$ cat config.mk
export PLATFORM = sky130hd
export DESIGN_NAME = s_mux_pipe
export DESIGN_NICKNAME = d
export VERILOG_FILES = /design/src/rtl/s_mux_pipe.sv
export SDC_FILE = /design/constraint.sdc
export NUM_CORES = 1
export LEC_CHECK = 0
export BUFFER_PORTS_ARGS = -buffer_cell sky130_fd_sc_hd__buf_4
export CAP_MARGIN = 20
export CORE_ASPECT_RATIO = 1.1
export CORE_MARGIN = 2
export CORE_UTILIZATION = 45
export DETAILED_ROUTE_END_ITERATION = 12
export PLACE_DENSITY = 0.82
export SYNTH_ARGS = -nofsm -noshare
export SYNTH_HDL_FRONTEND = slang
export SYNTH_SLANG_ARGS = --single-unit
$ cat constraint.sdc
create_clock -name clk -period 1.7 [get_ports clk]
set_input_delay 0.085 -clock clk [delete_from_list [all_inputs] [get_ports clk]]
set_output_delay 0.085 -clock clk [all_outputs]
set_load 0.005 [all_outputs]
$ cat src/rtl/s_mux_pipe.sv
// s_mux_pipe: selects one of 2**SELW N-bit words using gated select pairs
// and carries the selected word through a DEPTH-stage elastic valid/ready
// pipeline with synchronous active-low reset (clr) and functional flush (sclr).
module s_mux_pipe #(
    parameter int              N      = 8,
    parameter int              SELW   = 2,
    parameter logic [SELW-1:0] SEL_OP = 2'b01,
    parameter int              DEPTH  = 2,
    localparam int             K      = 2 ** SELW,
    localparam int             OCCW   = $clog2(DEPTH + 1)
) (
    input  logic              clk,
    input  logic              clr,
    input  logic [K*N-1:0]    d,
    input  logic [SELW-1:0]   sa,
    input  logic [SELW-1:0]   sb,
    input  logic              sclr,
    input  logic              in_valid,
    output logic              in_ready,
    output logic [N-1:0]      out,
    output logic              out_valid,
    input  logic              out_ready,
    output logic [OCCW-1:0]   occupancy
);

    logic [SELW-1:0] sel;
    logic [N-1:0]    d_word [K];
    logic [N-1:0]    word;

    logic [DEPTH-1:0] valid_q;
    logic [DEPTH-1:0] valid_d;
    logic [N-1:0]     data_q [DEPTH];
    logic [OCCW-1:0]  occ_q;
    logic [OCCW-1:0]  occ_d;

    // ready[k]: stage k may take a new value this cycle; ready[DEPTH] is the consumer
    logic [DEPTH:0]   ready;
    logic [DEPTH-1:0] load;
    logic             take;

    // Per-bit gating of the two select operands: 1 -> AND, 0 -> OR.
    always_comb begin
        // NOTE: every variable written in a combinational block gets a default first,
        // so no path can leave it unassigned and infer a latch.
        sel = '0;
        for (int i = 0; i < SELW; i++) begin
            sel[i] = SEL_OP[i] ? (sa[i] & sb[i]) : (sa[i] | sb[i]);
        end
    end

    // Unpack the input bus into words and pick the selected one; no register here.
    always_comb begin
        for (int j = 0; j < K; j++) begin
            d_word[j] = d[j*N +: N];
        end
        word = d_word[sel];
    end

    // Ready chain: a stage can advance unless it and every stage after it are full
    // while the consumer is stalled. Written as a running AND to avoid a self-loop.
    always_comb begin
        logic full_tail;
        full_tail    = 1'b1;
        ready        = '0;
        ready[DEPTH] = out_ready;
        for (int k = DEPTH - 1; k >= 0; k--) begin
            full_tail = full_tail & valid_q[k];
            ready[k]  = ~full_tail | out_ready;
        end
    end

    assign in_ready = clr & ~sclr & ready[0];
    assign take     = in_valid & in_ready;

    // Data-load enables: a stage loads only when a valid word moves into it.
    always_comb begin
        load    = '0;
        load[0] = take;
        for (int k = 1; k < DEPTH; k++) begin
            load[k] = ~sclr & ready[k] & valid_q[k-1];
        end
    end

    // Next valids (flush clears all) and the matching popcount for occupancy.
    always_comb begin
        valid_d = valid_q;
        occ_d   = '0;
        if (sclr) begin
            valid_d = '0;
        end else begin
            if (ready[0]) begin
                valid_d[0] = take;
            end
            for (int k = 1; k < DEPTH; k++) begin
                if (ready[k]) begin
                    valid_d[k] = valid_q[k-1];
                end
            end
        end
        for (int k = 0; k < DEPTH; k++) begin
            occ_d = occ_d + OCCW'(valid_d[k]);
        end
    end

    // Valid flags and occupancy register; clr clears both.
    always_ff @(posedge clk) begin
        // NOTE: state is updated with <= so every stage samples pre-edge values;
        // blocking assignments here would let a word ripple through several stages.
        if (!clr) begin
            valid_q <= '0;
            occ_q   <= '0;
        end else begin
            valid_q <= valid_d;
            occ_q   <= occ_d;
        end
    end

    // Stage data registers; an empty stage with an empty predecessor keeps its data.
    always_ff @(posedge clk) begin
        // NOTE: the data array is reset deliberately because out must read 0 after
        // reset; flush leaves it untouched and only drops the valids.
        if (!clr) begin
            for (int k = 0; k < DEPTH; k++) begin
                data_q[k] <= '0;
            end
        end else begin
            if (load[0]) begin
                data_q[0] <= word;
            end
            for (int k = 1; k < DEPTH; k++) begin
                if (load[k]) begin
                    data_q[k] <= data_q[k-1];
                end
            end
        end
    end

    assign out       = data_q[DEPTH-1];
    assign out_valid = valid_q[DEPTH-1];
    assign occupancy = occ_q;

    // Occupancy can never exceed the number of stages.
    occ_bound_a: assert property (@(posedge clk) disable iff (!clr)
        occupancy <= OCCW'(DEPTH));

    // A stalled output word holds until it is taken or flushed.
    stall_hold_a: assert property (@(posedge clk) disable iff (!clr)
        (out_valid && !out_ready && !sclr) |=> (out_valid && $stable(out)));

endmodule

Word level (Yosys, flattened, before mapping)
Memory sizes are Yosys's and may differ from the RTL's. Index checks and enable logic that the tools add are counted.

Word-level logic and storage cells: 36. Memories: 1. Output and inout port bits: 12. Bits of input ports: 41. Bits in latches: 0. Bits in read-only memories: 0. Bits in writable memories: 16. Register bits after elaboration: 4.

Memory list: data_q (words 2, width 8, read ports 2, clocked after Yosys merged registers in 0, wr ports 2, RTL line 32) `logic [N-1:0] data_q [DEPTH];`.

Multiplexer cells: 15. Add/subtract/negate cells: 1. Reduce and logical (&&, ||, !) cells: 0. Div/mod/pow operators: 0. Bitwise logic cells: 16. Equality and inequality tests: 0. Shift-type cells: 0. Magnitude comparators: 1. Multipliers: 0.

Operators with widths (number): 2-to-1 mux 8 bit (4); binary-select mux 8 bit (select 2 bit) (1); 2-to-1 mux 1 bit (9); bitwise AND 1 bit (7); OR 1 bit (5); >= comparator 3 bit (second input constant) (1); inverter 1 bit (3); inverter 2 -> 3 bit (1); adder 1 x 1 -> 2 bit (1); 2-to-1 mux 2 bit (1).

Logic depth before layout (Yosys ltp)
Depth after elaboration: 9. Gate-level depth with buffers: 5. Mapped depth without buffers: 5.

Worst setup path before layout
OpenSTA, ideal clock, no wires.

Path kind: register to register. Start point: reg valid_q[1]. End point: mem data_q[1][2] (netlist: data_q[0][10]), enable pin. Cell stages (with the launch flop): 3. Slack: 0.234 ns. Setup time: 0.384 ns. Path buffers: 0. Period minus slack after synthesis: 1.466 ns. Data arrival time: 1.082 ns. Data required time: 1.316 ns. Path through: dfxtp_1 nor2b_1 o21ai_0.

RTL lines: from (decl) (RTL line 30) `logic [DEPTH-1:0] valid_q;`; from (signal assigned) (RTL line 113) `valid_q <= valid_d;`; to (decl) (RTL line 32).

Worst setup path after layout
Start point: reg valid_q[0]. End point: reg occ_q[0] (netlist: occupancy[0]).

Longest elaborated chain between the ends: 8. Elaborated cells on any way between the ends: 9. Those cells by class: add/sub: 1; mux: 3; bitwise: 5.

RTL lines: bitwise AND 1 bit (RTL line 67) `full_tail = full_tail & valid_q[k];`; inverter 1 bit (RTL line 68) `ready[k] = ~full_tail | out_ready;`; OR 1 bit (RTL line 68); bitwise AND 1 bit (RTL line 72) `assign in_ready = clr & ~sclr & ready[0];`; bitwise AND 1 bit (RTL line 73) `assign take = in_valid & in_ready;`; 2-to-1 mux 1 bit * (RTL line 91) `if (ready[0]) begin`; 2-to-1 mux 2 bit * (RTL line 88) `if (sclr) begin`; named net valid_d[0] (RTL line 31) `logic [DEPTH-1:0] valid_d;`; adder 1 x 1 -> 2 bit * (RTL line 101) `occ_d = occ_d + OCCW'(valid_d[k]);`; named net occ_d[0] (RTL line 34) `logic [OCCW-1:0] occ_d;`; to (signal assigned) (RTL line 111) `occ_q <= '0;`; to (signal assigned) (RTL line 114) `occ_q <= occ_d;`; to (decl) (RTL line 33) `logic [OCCW-1:0] occ_q;`.

The timed path passes the listed nets; every way through them passes the cells marked *. A chain may end at the register's enable or synchronous reset.

==> flow_summary.ini <==
[synth]
ys_seq_area_frac = 0.523
syn-num-nets = 116
ys_ff_latch = 20
netlist_area_um2 = 1070
syn_inst = 74
yosysWarningCount = 0
synth_cell_types = 18
syn_area_per_cell_um2 = 14.5

[cts]
cts_setup_buffers = 0
cts.reportedPaths.clkPinSlew_ps = 110
clockBufferDepth = 2
clockRootBuffer = clkbuf_4
clock_sinks = 20
cts_max_level = 1
cts_tree = done
clk_latency_ps = 290
holdBufCountCts = 0
numCtsBuffers = 3
ctsResizeCount = 0

[floorplan]
num_io_pins = 53
die_h_um = 55.2
design.core.area_um2 = 2250
die_w_um = 50.5
die_area_um2 = 2790
num_rows = 18
start_util = 0.476

[setup_path]
crit_fanout = 4
worstSetupStartpointType = flip-flop
crit_arrival_ps = 1510
reg2reg_to = occupancy[0]
cp.required_ps = 1900
crit_end = occupancy[0]
path_class = reg -> reg
cp-end-kind = flip-flop
worstRegToRegCells = 5
worstSetupStartpoint = valid_q[0]
r2r-start = valid_q[0]
ff2ff_setup_slack_ps = 390

[min_path]
min_path_type = in -> reg

[final_layout]
diodes = 0
final_common_cell = buf_4
regArea_um2 = 561
syn_to_final_growth_pct = 39.4
nFillCells = 185
nets = 165
multiInputGateArea_um2 = 447
drive_gt1_frac = 0.516
final_cell_mix = buf_4 (53), and2_1 (18), edfxtp_1 (16), nor2_1 (8), mux4_1 (7)

[power_and_ir_drop]
ir_drop_mv = 0.620
p_per_area_nw_per_um2 = 739
p_leak_nw = 0.670

[sta]
max-slew-margin-rel = 0.715
tightest_slew_ps = 426
fin_skew_ps = 4.06
timing.setup.tns_ps = 0
max_clock_freq_mhz = 763
min_period_ps = 1310
final_hold_viol_count = 0
finalCritPeriodShare = 0.771
setup_ws_ps = 389
rsz0062_at_grt = no
final_max_slew_viol_count = 0
final-setup-viol-count = 0

[placement]
place_congestion = 0.668
place_hpwl_um = 1490
port_buffers = 52
post-place-ws_ps = 257

[route]
via_per_inst = 4.86
drt_first_iter_violations = 2
firstDrtPassIters = 3
routedWlPerCell_um = 11.2
drcViolationCount = 0
vias = 738
drt-total-wl_um = 1710
ant_nets = 0

[job]
drv_cap = 0

[grt]
grt_max_degree = 17
grt_pass1_vias = 757
grt_pass1_wl_um = 2750
grt_overflow_total = 0
gr-usage-all-layers = 0.136
antenna_found_initial = 0

[outcome]
status = complete, no violations
==> final cells by class <==
cell class	instances	area share
timing repair buffer	53	0.266
tap	30	0.0251
multi-input combinational	45	0.299
sequential	20	0.375
clock inverter	1	0.0201
clock buffer	3	0.0151
==> cell families (layout without fill, tap and decap cells) <==
kind of cell | count (synthesis) | count (layout) | share of synthesized area
and+or+nand+nor | 33 | 33 | 0.194
adders and majority gates | 1 | 1 | 0.0117
buffers and inverters | 9 | 57 | 0.0607
AOI/OAI and AO/OA | 3 | 3 | 0.0187
DFF | 20 | 20 | 0.523
muxes | 8 | 8 | 0.193
==> metrics by stage <==
stage | instance area, um2 | cells | power (mW) | utilization | hold WS [ps]
global placement | 1440 | 148 | 0.735 | 0.641 | 328
floorplan | 1070 | 74 | 0.652 | - | 206
detailed placement | 1440 | 148 | 0.742 | 0.641 | 340
CTS | 1500 | 152 | 1.11 | 0.664 | 28.4
finish | 1500 | 152 | 1.10 | 0.664 | 30.9
global route | 1500 | 152 | 1.14 | 0.664 | 27.5
==> critical path, cell delays in order, from the launching register on <==
cell,delay [ps]
dfxtp_1,360
and3b_4,220
a21oi_1,150
nor2_1,60
ha_1,280
and2_1,150
==> metal layers <==
metal,vias to the layer above,track usage,share of wire
met5,-,0,0
met4,0,0.0856,0.021
met3,4,0.0215,0.10
met2,48,0.316,0.59
met1,321,0.0970,0.29
li1,365,-,-
==> sequential cells by signal (all words and copies together) (netlist names) <==
register,count
occupancy,2
data_q,16
valid_q,2
==> where the power goes <==
group	internal, mW	switching (mW)
clock network	0.238	0.138
logic	0.115	0.0527
registers	0.554	0.00584
==> cells in the mapped netlist <==
| master | number | area share |
|---|---|---|
| a21bo_2 | 1 | 0.0093 |
| a21oi_1 | 1 | 0.0047 |
| and2_1 | 18 | 0.11 |
| and3b_4 | 1 | 0.012 |
| buf_4 | 8 | 0.056 |
| clkbuf_2 | 1 | 0.0047 |
| dfxtp_1 | 4 | 0.075 |
| edfxtp_1 | 16 | 0.45 |
| ha_1 | 1 | 0.012 |
| mux4_1 | 7 | 0.17 |
| mux4_2 | 1 | 0.021 |
| nand2_2 | 1 | 0.0058 |
| nand2b_1 | 2 | 0.012 |
| nor2_1 | 8 | 0.028 |
| nor2_4 | 1 | 0.011 |
| nor2b_1 | 1 | 0.0058 |
| nor3_4 | 1 | 0.015 |
| o21ai_0 | 1 | 0.0047 |
==> worst min-delay path by stage <==
stage,cells past startpoint,slack [ps],endpoint,from
2_1_floorplan,2,210,valid_q[0],in_valid
3_3_place_gp,2,330,occupancy[1],clr
3_5_place_dp,2,340,occupancy[1],clr
4_1_cts,2,30,occupancy[1],clr
5_1_grt,2,30,occupancy[1],clr
6_report,2,30,occupancy[1],clr
Note: power is estimated with default switching activity, not from simulation.
